--- config.mk ---
export PLATFORM = sky130hd
export DESIGN_NAME = iua_usb_tx
export DESIGN_NICKNAME = d
export VERILOG_FILES = /design/src/rtl/iua_usb_pkg.sv /design/src/rtl/iua_nco.sv /design/src/rtl/iua_usb_tx.sv
export SDC_FILE = /design/constraint.sdc
export NUM_CORES = 1
export LEC_CHECK = 0
export CAP_MARGIN = 30
export CORE_ASPECT_RATIO = 0.5
export CORE_UTILIZATION = 38
export CTS_CLUSTER_SIZE = 24
export DETAILED_ROUTE_END_ITERATION = 6
export HOLD_SLACK_MARGIN = 0.08
export PLACE_DENSITY = 0.61
export RECOVER_POWER = 100
export REMOVE_ABC_BUFFERS = 1
export SYNTH_ARGS = -nofsm -noshare
export SYNTH_HDL_FRONTEND = slang
export SYNTH_SLANG_ARGS = --single-unit
--- constraint.sdc ---
create_clock -name clk_samp -period 5.99 [get_ports clk_samp]
set_input_delay 1.4975 -clock clk_samp [delete_from_list [all_inputs] [get_ports clk_samp]]
set_output_delay 1.4975 -clock clk_samp [all_outputs]
set_load 0.01 [all_outputs]
--- src/rtl/iua_usb_pkg.sv ---
// Shared constants, FSM state type and NRZI helpers for the full-speed USB transmitter.
package iua_usb_pkg;

  localparam logic [1:0] LINE_J    = 2'b10;  // {dp, dn}
  localparam logic [1:0] LINE_K    = 2'b01;
  localparam logic [1:0] LINE_SE0  = 2'b00;
  localparam logic [7:0] SYNC_PAT  = 8'h80;
  localparam logic [2:0] STUFF_LEN = 3'd6;

  typedef enum logic [2:0] {
    ST_IDLE,
    ST_SYNC,
    ST_DATA,
    ST_EOP_SE0,
    ST_EOP_J,
    ST_GAP
  } state_t;

  // NRZI: a 0 swaps J<->K, a 1 holds the line.
  function automatic logic [1:0] nrzi(input logic [1:0] l, input logic b);
    return b ? l : ~l;
  endfunction

  function automatic logic [2:0] next_ones(input logic [2:0] ones, input logic b);
    return b ? ones + 3'd1 : 3'd0;
  endfunction

endpackage

--- src/rtl/iua_nco.sv ---
// Phase accumulator producing the bit-rate strobe from the capture clock.
module iua_nco #(
  parameter int PHASE_INC = 5108
) (
  input  logic clk_samp,
  input  logic rst,
  output logic strobe
);

  logic [15:0] acc;
  logic [16:0] sum;

  assign sum    = {1'b0, acc} + 17'(PHASE_INC);
  assign strobe = sum[16];

  always_ff @(posedge clk_samp) begin
    if (rst) acc <= '0;
    else     acc <= sum[15:0];
  end

endmodule

--- src/rtl/iua_usb_tx.sv ---
// Full-speed USB packet serializer: SYNC, NRZI with bit stuffing, EOP and inter-packet gap.
module iua_usb_tx
  import iua_usb_pkg::*;
#(
  parameter int PHASE_INC = 5108,
  parameter int IPG_BITS  = 4
) (
  input  logic       clk_samp,
  input  logic       rst,
  input  logic [7:0] in_data,
  input  logic       in_last,
  input  logic       in_valid,
  output logic       in_ready,
  output logic       usb_dp,
  output logic       usb_dn,
  output logic       busy,
  output logic       underrun
);

  logic       strobe;
  state_t     state;
  logic [7:0] cnt;
  logic [7:0] shreg;
  logic       last_q;
  logic [2:0] ones;
  logic [1:0] line;
  logic       load_due;

  iua_nco #(.PHASE_INC(PHASE_INC)) u_nco (
    .clk_samp(clk_samp),
    .rst     (rst),
    .strobe  (strobe)
  );

  assign usb_dp = line[1];
  assign usb_dn = line[0];

  // A byte is due after SYNC and after every 8th data bit, unless a stuff bit must go first.
  assign load_due = (state == ST_SYNC && cnt == 8'd8) ||
                    (state == ST_DATA && ones != STUFF_LEN && cnt == 8'd8 && !last_q);

  // Registered line/state describe the bit time that starts after each strobe.
  always_ff @(posedge clk_samp) begin
    if (rst) begin
      state    <= ST_IDLE;
      cnt      <= '0;
      shreg    <= '0;
      last_q   <= 1'b0;
      ones     <= '0;
      line     <= LINE_J;
      in_ready <= 1'b0;
      busy     <= 1'b0;
      underrun <= 1'b0;
    end else begin
      in_ready <= 1'b0;
      underrun <= 1'b0;
      if (strobe) begin
        if (load_due) begin
          cnt <= 8'd1;
          if (in_valid) begin
            in_ready <= 1'b1;
            shreg    <= {1'b0, in_data[7:1]};
            last_q   <= in_last;
            line     <= nrzi(line, in_data[0]);
            ones     <= next_ones(ones, in_data[0]);
            state    <= ST_DATA;
          end else begin
            underrun <= 1'b1;
            line     <= LINE_SE0;
            state    <= ST_EOP_SE0;
          end
        end else begin
          case (state)
            ST_IDLE: begin
              if (in_valid) begin
                line  <= nrzi(line, SYNC_PAT[0]);
                ones  <= next_ones(ones, SYNC_PAT[0]);
                cnt   <= 8'd1;
                busy  <= 1'b1;
                state <= ST_SYNC;
              end
            end
            ST_SYNC: begin
              line <= nrzi(line, SYNC_PAT[cnt[2:0]]);
              ones <= next_ones(ones, SYNC_PAT[cnt[2:0]]);
              cnt  <= cnt + 8'd1;
            end
            ST_DATA: begin
              if (ones == STUFF_LEN) begin
                line <= nrzi(line, 1'b0);
                ones <= 3'd0;
              end else if (cnt == 8'd8) begin
                line  <= LINE_SE0;
                cnt   <= 8'd1;
                state <= ST_EOP_SE0;
              end else begin
                line  <= nrzi(line, shreg[0]);
                ones  <= next_ones(ones, shreg[0]);
                shreg <= {1'b0, shreg[7:1]};
                cnt   <= cnt + 8'd1;
              end
            end
            ST_EOP_SE0: begin
              if (cnt < 8'd2) begin
                cnt <= cnt + 8'd1;
              end else begin
                line  <= LINE_J;
                state <= ST_EOP_J;
              end
            end
            ST_EOP_J: begin
              if (IPG_BITS == 0) begin
                busy  <= 1'b0;
                state <= ST_IDLE;
              end else begin
                cnt   <= 8'd1;
                state <= ST_GAP;
              end
            end
            ST_GAP: begin
              if (cnt < 8'(IPG_BITS)) begin
                cnt <= cnt + 8'd1;
              end else begin
                busy  <= 1'b0;
                state <= ST_IDLE;
              end
            end
            default: begin
              line  <= LINE_J;
              busy  <= 1'b0;
              state <= ST_IDLE;
            end
          endcase
        end
      end
    end
  end

endmodule

==> results of run 1 <==
-- worst max-delay path: cells and delay by family --
family	cells	cell delay [ps]
simple gates	1	90
mux	1	340
buf+inv	2	1980
-- metal layers --
metal  GRT usage  vias up
li1            -      994
met1       0.207      883
met2       0.240       37
met3      0.0329        6
met4      0.0552        0
met5           0        -
-- worst paths after layout --
| check | endpoint | slack, ps |
|---|---|---|
| setup / recovery | line[0] | 2230 |
| hold / removal | u_nco.acc[2] | 440 |
| setup reg to reg | line[0] | 3350 |
| hold reg to reg | u_nco.acc[2] | 440 |
-- cells in the final DEF (no fill, tap or decap), types with 4 or more instances in the layout --
cell type,instances
nor2_1,35
clkdlybuf4s50_1,10
a21o_1,4
nand3_1,7
a211oi_1,11
o21ai_0,14
mux2i_1,9
inv_1,8
nor4_1,6
a21oi_1,15
dlygate4sd3_1,6
ha_1,5
dfxtp_1,42
clkbuf_16,5
xor2_1,5
nor3_1,7
nand2_1,15
nor2b_1,7
xnor2_1,6
a32o_1,4
-- state kept, by name, indices dropped and copies added (netlist names), named ones only --
signal,flops
u_nco.acc,14
cnt,8
shreg,7
ones,3
state,3
line,2
busy,1
in_ready,1
last_q,1
underrun,1
-- power by group through the flow --
stage          logic (µW)  clock network (µW)  registers [µW]
2_1_floorplan        64.7                   0             329
3_3_place_gp         85.4                   0             333
3_5_place_dp         87.7                   0             334
4_1_cts              88.7                 270             328
5_1_grt              98.5                 281             331
6_report             87.3                 260             328
-- metrics by stage --
stage	setup slack, ps	instances
2_1_floorplan	3360	253
3_3_place_gp	2570	343
3_5_place_dp	2440	343
4_1_cts	2720	351
5_1_grt	1970	351
6_report	2230	351
-- final cells by class --
| type | instances | share of cell area |
|---|---|---|
| clock buffer | 6 | 0.0497 |
| clock inverter | 2 | 0.00531 |
| inverter | 8 | 0.0116 |
| multi-input combinational | 203 | 0.510 |
| sequential | 42 | 0.324 |
| tap | 73 | 0.0352 |
| timing repair buffer | 17 | 0.0633 |
-- cell families (layout without fill, tap and decap cells) --
kind of cell / after synthesis / after routing
AO/OA/AOI/OAI: 72 / 72
XOR/XNOR: 11 / 11
adder cells (fa/ha/maj): 5 / 5
buffers and inverters: 20 / 33
flip-flops: 42 / 42
multiplexers: 10 / 10
AND/OR/NAND/NOR: 105 / 105
==> results.sh, run 1 <==
export IMPL_cts_setup_buffers=0
export IMPL_clock_power_share=0.385
export IMPL_holdBufCountCts=0
export IMPL_final_period_utilization=0.628
export IMPL_first_pass_iters=4
export IMPL_ys_dominant_reg_cell="dfxtp_1"
export IMPL_drv_slew=49
export IMPL_viasPerCell=5.47
export IMPL_met3WireLength_um=173
export IMPL_postSynthAreaPerCell_um2=8.72
export IMPL_hold_start="u_nco.acc[2]"
export IMPL_status="finished with violations"
export IMPL_layout_nets=294
export IMPL_netlist_top_cells_count="dfxtp_1 (42), nor2_1 (35), a21oi_1 (15), nand2_1 (15), o21ai_0 (14)"
export IMPL_critPathLaunchType="input pin"
export IMPL_max_slew_worst_pin_slew_ps=2050
export IMPL_multi_input_area_um2=1320
export IMPL_cp_slowest_cell="clkbuf_1"
export IMPL_crit_arrival_ps=3930
export IMPL_power_density_nw_per_um2=261
export IMPL_pin_count=17
export IMPL_drt_met1_wl_mm=2.43
export IMPL_min_path_type="register to register"
export IMPL_final_util=0.458
export IMPL_htree_levels=2
export IMPL_crit_chain="dlygate4sd3_1, clkbuf_1, nor2b_1, mux2_2"
export IMPL_total_leakage_power_uw=0.000915
export IMPL_cts_made_buffers=5
export IMPL_area_delta_synth_final_pct=12.1
export IMPL_fin_crit_ps=3760
export IMPL_fp_dieH_um=57.1
export IMPL_switching_share=0.254
export IMPL_grt_pass1_wl_mm=7.84
export IMPL_yosys_register_bits=42
export IMPL_crit_fanout=48
export IMPL_seqPwrFrac=0.486
export IMPL_synth_most_common_cell="dfxtp_1"
export IMPL_fill_cells=563
export IMPL_clock_latency_ps=280
export IMPL_power_uw=676
export IMPL_combPwrFrac=0.129
export IMPL_netSwitchingPower_uw=172
export IMPL_crit_type="input pin to register"
export IMPL_setup_tns_ps=0
export IMPL_crit_start="rst"
export IMPL_overflow=0
export IMPL_routed_wirelength_mm=4.72
export IMPL_vias=1920
export IMPL_fin_area_um2=2590
export IMPL_syn_cell_area_um2=2310
export IMPL_clk_pin_slew_ps=60
export IMPL_synth_fa_ha_area_frac=0.0271
export IMPL_max_clock_freq_mhz=266
export IMPL_timing_hold_ws_ps=438
export IMPL_grt_max_degree=49
export IMPL_syn_inst=265
export IMPL_yosys_area_share_xor_xnor=0.0417
export IMPL_rsz0062_at_grt="no"
export IMPL_grt_pass1_vias=1757
export IMPL_end_kind="register"
export IMPL_layout_drive_gt1_share=0.0899
export IMPL_muxShareOfSynthArea=0.0439
export IMPL_drt_iter0_drc=75
export IMPL_row_count=19
export IMPL_gp_congestion=0.782
export IMPL_highest_layer="met4"
export IMPL_synth_compound_area_share=0.217
export IMPL_reg2regPathDepth=6
export IMPL_placed_cell_area_um2=2450
export IMPL_yosys_area_top_type_share=0.364
export IMPL_diodes=0
export IMPL_clock_sinks=42
export IMPL_synth_top_family_by_area="simple AND/OR/NAND/NOR gates"
export IMPL_cts_resized=0
export IMPL_antenna_found_initial=0
export IMPL_die_x_um=112
export IMPL_yosys_area_top_type="dfxtp_1"
export IMPL_violations="max-capacitance violations, max-slew violations"
export IMPL_cts_root_buf="clkbuf_16"
export IMPL_start_util=0.408
export IMPL_drc=0
export IMPL_wl_met2_mm=2.08
export IMPL_yosys_top_cells_area="dfxtp_1 (36%), nor2_1 (5.7%), mux2i_1 (3.9%)"
export IMPL_fin_worst_skew_ps=3.36
export IMPL_holdPathStages=1
export IMPL_yosysSeqAreaShare=0.364
export IMPL_synth_edf_count=0
export IMPL_hpwlAfterDp_mm=3.36
export IMPL_drt_wirelength_per_cell_um=13.5
export IMPL_ant_nets=0
export IMPL_cp_required_ps=6160
export IMPL_core_area_um2=5660
export IMPL_synthArstFlopShare=0
export IMPL_maxCapViolCount=1
export IMPL_slew_limit_headroom=-0.369
export IMPL_grt_total_usage=0.152
export IMPL_synthSimpleGateAreaFrac=0.243
export IMPL_tritoncts="built"
export IMPL_clock_tree_buffer_depth=2
export IMPL_critPathMaxStageDelay_ps=1460
export IMPL_die_area_um2=6420
export IMPL_ir_worst_vdd_mv=0.131
export IMPL_port_buffers=16
export IMPL_r2r_start="state[1]"
export IMPL_yosys_warnings=0
export IMPL_final_hold_viol_count=0
export IMPL_synth_cell_types=57
export IMPL_regArea_um2=841
export IMPL_setup_viol=0
export IMPL_p_int_uw=504
No activity file was read; power rests on OpenSTA's default activity.
==> run 2: changes to the inputs <==
==> constraint.sdc (replaced) <==
create_clock -name clk_samp -period 3.65 [get_ports clk_samp]
set_input_delay 0.9125 -clock clk_samp [delete_from_list [all_inputs] [get_ports clk_samp]]
set_output_delay 0.9125 -clock clk_samp [all_outputs]
set_load 0.01 [all_outputs]
==> results.sh, run 2 (same netlist as run 1, synthesis figures left out) <==
export IMPL_pin_count=17
export IMPL_wl_met2_mm=2.12
export IMPL_hpwlAfterDp_mm=3.39
export IMPL_final_common_cell="dfxtp_1"
export IMPL_clk_pin_slew_ps=60
export IMPL_die_x_um=112
export IMPL_drt_iter0_drc=32
export IMPL_timing_hold_ws_ps=446
export IMPL_r2r_start="state[1]"
export IMPL_critical_path_top_delay_family="compound AO/OA/AOI/OAI gates"
export IMPL_highest_layer="met4"
export IMPL_combPwrFrac=0.131
export IMPL_rsz0062_at_grt="no"
export IMPL_top_regs="u_nco.acc x14, cnt x8, shreg x7"
export IMPL_cts_root_buf="clkbuf_16"
export IMPL_max_slew_worst_pin_slew_ps=899
export IMPL_cts_resized=0
export IMPL_power_uw=1120
export IMPL_layout_nets=297
export IMPL_first_pass_iters=4
export IMPL_mostFrequentLayoutCells="dfxtp_1 (42), nor2_1 (35), nand2_1 (15), a21oi_1 (15), o21ai_0 (14)"
export IMPL_die_area_um2=6420
export IMPL_antenna_found_initial=0
export IMPL_critPathMaxStageDelay_ps=650
export IMPL_port_buffers=16
export IMPL_layout_drive_gt1_share=0.0819
export IMPL_path_buf_inv=0
export IMPL_start_util=0.408
export IMPL_core_area_um2=5660
export IMPL_crit_start="state[1]"
export IMPL_htree_levels=2
export IMPL_clock_latency_ps=280
export IMPL_clock_tree_buffer_depth=2
export IMPL_clock_power_share=0.390
export IMPL_crit_type="register to register"
export IMPL_fp_dieH_um=57.1
export IMPL_drt_wirelength_per_cell_um=13.5
export IMPL_final_period_utilization=0.808
export IMPL_vias=1998
export IMPL_grt_total_usage=0.152
export IMPL_cts_made_buffers=5
export IMPL_grt_pass1_wl_mm=7.96
export IMPL_final_hold_viol_count=0
export IMPL_maxCapViolCount=0
export IMPL_total_leakage_power_uw=0.000923
export IMPL_largest_reg_flops=14
export IMPL_power_density_nw_per_um2=433
export IMPL_fin_worst_skew_ps=6.82
export IMPL_drt_met1_wl_mm=2.49
export IMPL_drc=0
export IMPL_seqPwrFrac=0.479
export IMPL_hold_start="u_nco.acc[2]"
export IMPL_slew_limit_headroom=0.399
export IMPL_top_register="u_nco.acc"
export IMPL_cp_slowest_cell="a21boi_0"
export IMPL_crit_chain="a21boi_0, a21o_1, and2_0, a31oi_1, nand3_1, mux2_2"
export IMPL_ir_worst_vdd_mv=0.259
export IMPL_row_count=19
export IMPL_fill_cells=549
export IMPL_fin_crit_ps=2950
export IMPL_netSwitchingPower_uw=295
export IMPL_setup_tns_ps=0
export IMPL_drv_slew=0
export IMPL_min_path_type="register to register"
export IMPL_critPathLaunchType="register"
export IMPL_ant_nets=0
export IMPL_cts_setup_buffers=0
export IMPL_crit_fanout=15
export IMPL_crit_arrival_ps=3120
export IMPL_met3WireLength_um=139
export IMPL_grt_pass1_vias=1769
export IMPL_overflow=0
export IMPL_clock_sinks=42
export IMPL_holdBufCountCts=0
export IMPL_status="finished clean"
export IMPL_p_int_uw=828
export IMPL_setup_viol=0
export IMPL_switching_share=0.263
export IMPL_routed_wirelength_mm=4.77
export IMPL_end_kind="register"
export IMPL_viasPerCell=5.64
export IMPL_max_clock_freq_mhz=339
export IMPL_grt_max_degree=25
export IMPL_gp_congestion=0.798
export IMPL_area_delta_synth_final_pct=12.2
export IMPL_cp_required_ps=3820
export IMPL_diodes=0
export IMPL_tritoncts="built"
export IMPL_final_util=0.458
## run 2: cell types whose count changed in the layout (fill, tap and decap cells not counted), sizes merged
cell,before,now
clkdlybuf4s50,10,9
clkbuf,7,8
dlygate4sd3,6,7
buf,0,1
inv,8,9
## run 2: path summary, 6_finish.rpt
kind                                      to  slack (ps)  depth (start not counted)
worst max-delay path                 line[0]         700                          6
worst min-delay path            u_nco.acc[2]         450                          1
worst max register to register       line[0]         700                          6
worst min register to register  u_nco.acc[2]         450                          1
## run 2: metal layers
layer  up-vias  track usage
met2        20        0.261
met4         0       0.0343
met5         -            0
li1       1006            -
met1       970        0.205
met3         2       0.0255
## run 2: worst register-to-register path, stage by stage, from the launching register on
cell,delay [ps]
dfxtp_1,630
a21boi_0,650
a21o_1,210
and2_0,630
a31oi_1,200
nand3_1,170
mux2_2,350
## run 2: cell type report
type                       instances  area (µm²)  share of cell area
clock inverter                     3        18.8             0.00724
tap                               73        91.3              0.0352
timing repair buffer              20         179              0.0690
inverter                           8        30.0              0.0116
sequential                        42         841               0.324
clock buffer                       5         125              0.0483
multi-input combinational        203        1310               0.504
## run 2: through the flow
stage | cell area (µm²) | setup WS [ps] | std cells
floorplan | 2190 | 1430 | 253
global placement | 2470 | 1010 | 346
detailed placement | 2470 | 930 | 346
CTS | 2620 | 1060 | 354
global route | 2590 | 441 | 354
finish | 2590 | 699 | 354
## run 2: power groups by stage
stage / Combinational, µW / Sequential (µW) / Clock (µW)
after floorplan: 106 / 540 / 0
after global placement: 142 / 546 / 0
after detailed placement: 146 / 549 / 0
after CTS: 148 / 538 / 449
final: 147 / 539 / 438
after global routing: 165 / 545 / 471
==> run 3: changes to the inputs <==
--- a/config.mk
+++ b/config.mk
@@ -11,7 +11,7 @@
 export CTS_CLUSTER_SIZE = 24
 export DETAILED_ROUTE_END_ITERATION = 6
 export HOLD_SLACK_MARGIN = 0.08
-export PLACE_DENSITY = 0.61
+export PLACE_DENSITY = 0.63
 export RECOVER_POWER = 100
 export REMOVE_ABC_BUFFERS = 1
 export SYNTH_ARGS = -nofsm -noshare
==> constraint.sdc (replaced) <==
create_clock -name clk_samp -period 2.5 [get_ports clk_samp]
set_input_delay 0.625 -clock clk_samp [delete_from_list [all_inputs] [get_ports clk_samp]]
set_output_delay 0.625 -clock clk_samp [all_outputs]
set_load 0.01 [all_outputs]
==> results.sh, run 3 (same netlist as run 1, synthesis figures left out) <==
export IMPL_crit_arrival_ps=2440
export IMPL_fin_crit_ps=2310
export IMPL_drt_wirelength_per_cell_um=13.6
export IMPL_die_area_um2=6420
export IMPL_final_hold_viol_count=0
export IMPL_max_slew_worst_pin_slew_ps=947
export IMPL_crit_type="register to register"
export IMPL_hpwlAfterDp_mm=3.43
export IMPL_mostFrequentLayoutCells="dfxtp_1 (42), nor2_1 (35), nand2_1 (15), a21oi_1 (15), o21ai_0 (14)"
export IMPL_crit_start="cnt[2]"
export IMPL_regArea_um2=841
export IMPL_multi_input_area_um2=1310
export IMPL_cts_resized=0
export IMPL_crit_fanout=7
export IMPL_critical_path_top_delay_family="simple AND/OR/NAND/NOR gates"
export IMPL_path_buf_inv=0
export IMPL_setup_tns_ps=0
export IMPL_timing_hold_ws_ps=437
export IMPL_ant_nets=0
export IMPL_first_pass_iters=4
export IMPL_final_util=0.466
export IMPL_rsz0062_at_grt="no"
export IMPL_final_common_cell="dfxtp_1"
export IMPL_cp_required_ps=2630
export IMPL_drv_slew=0
export IMPL_cts_made_buffers=5
export IMPL_pin_count=17
export IMPL_fill_cells=552
export IMPL_drc=0
export IMPL_clock_tree_buffer_depth=2
export IMPL_total_leakage_power_uw=0.000953
export IMPL_cts_root_buf="clkbuf_16"
export IMPL_holdBufCountCts=0
export IMPL_fp_dieH_um=57.1
export IMPL_antenna_found_initial=0
export IMPL_min_path_type="register to register"
export IMPL_routed_wirelength_mm=4.84
export IMPL_hold_start="u_nco.acc[2]"
export IMPL_max_clock_freq_mhz=433
export IMPL_crit_chain="or4_4, nor3_4, nand3_1, a21oi_1, mux2i_1, nor2_1"
export IMPL_cp_slowest_cell="or4_4"
export IMPL_tritoncts="built"
export IMPL_fin_worst_skew_ps=2.99
export IMPL_layout_drive_gt1_share=0.102
export IMPL_end_kind="register"
export IMPL_power_uw=1660
export IMPL_grt_max_degree=49
export IMPL_clock_latency_ps=280
export IMPL_layout_nets=300
export IMPL_critPathMaxStageDelay_ps=600
export IMPL_grt_pass1_wl_mm=8.35
export IMPL_grt_pass1_vias=1859
export IMPL_die_x_um=112
export IMPL_clock_sinks=42
export IMPL_grt_total_usage=0.159
export IMPL_drt_iter0_drc=48
export IMPL_overflow=0
export IMPL_ir_worst_vdd_mv=0.429
export IMPL_viasPerCell=5.52
export IMPL_htree_levels=2
export IMPL_largest_reg_flops=14
export IMPL_core_area_um2=5660
export IMPL_setup_viol=0
export IMPL_start_util=0.408
export IMPL_diodes=0
export IMPL_maxCapViolCount=0
export IMPL_final_period_utilization=0.923
export IMPL_r2r_start="cnt[2]"
export IMPL_critPathLaunchType="register"
export IMPL_cts_setup_buffers=0
export IMPL_power_density_nw_per_um2=631
export IMPL_port_buffers=16
export IMPL_top_register="u_nco.acc"
export IMPL_vias=1971
export IMPL_clk_pin_slew_ps=60
export IMPL_status="finished clean"
export IMPL_gp_congestion=0.842
export IMPL_row_count=19
export IMPL_top_regs="u_nco.acc x14, cnt x8, shreg x7"
export IMPL_area_delta_synth_final_pct=14.0
export IMPL_slew_limit_headroom=0.368
run 3: cell types whose count changed in the layout (fill, tap and decap cells not counted):
cell             before  now
buf_4                 1    5
clkbuf_1              3    1
clkbuf_2              0    2
clkinv_2              2    0
and2_0                1    0
and2_1                2    3
clkbuf_8              0    1
clkdlybuf4s50_1       9   10
dlygate4sd3_1         7    6
nor3_1                8    7
nor3_2                0    1
run 3: cell type report:
type | count | area share
repair buffers | 23 | 0.0789
clock inverters | 1 | 0.00333
clock buffers | 7 | 0.0542
inverters | 8 | 0.0114
multi-input cells | 203 | 0.498
flip-flops and latches | 42 | 0.319
well taps | 73 | 0.0347
run 3: path summary, 6_finish.rpt:
path / to / slack (ps) / depth (start not counted)
setup / recovery: ones[1] / 190 / 6
hold / removal: u_nco.acc[2] / 440 / 1
setup reg to reg: ones[1] / 190 / 6
hold reg to reg: u_nco.acc[2] / 440 / 1
run 3: worst reg2reg max path: cells and delay by family, from the launching register on:
kind,cells,cell delay (ps)
simple gates,4,1140
flops,1,350
compound gates,1,430
mux,1,240
run 3: metal layers:
layer | GRT usage | wire length [µm]
met5 | 0 | 0
met4 | 0.0362 | 33
met3 | 0.0340 | 194
met2 | 0.263 | 2120
met1 | 0.217 | 2500
run 3: report_power, final:
group / internal (µW) / switching, µW / total [µW]
sequential: 730 / 57.0 / 787
combinational: 109 / 99.9 / 209
clock: 401 / 263 / 665
total: 1240 / 420 / 1660
run 3: per-stage QoR:
stage	std cells	worst slack, ps	area [µm²]
floorplan	253	285	2190
global placement	349	220	2510
detailed placement	349	130	2510
CTS	357	209	2660
global route	357	70.9	2630
finish	357	193	2630
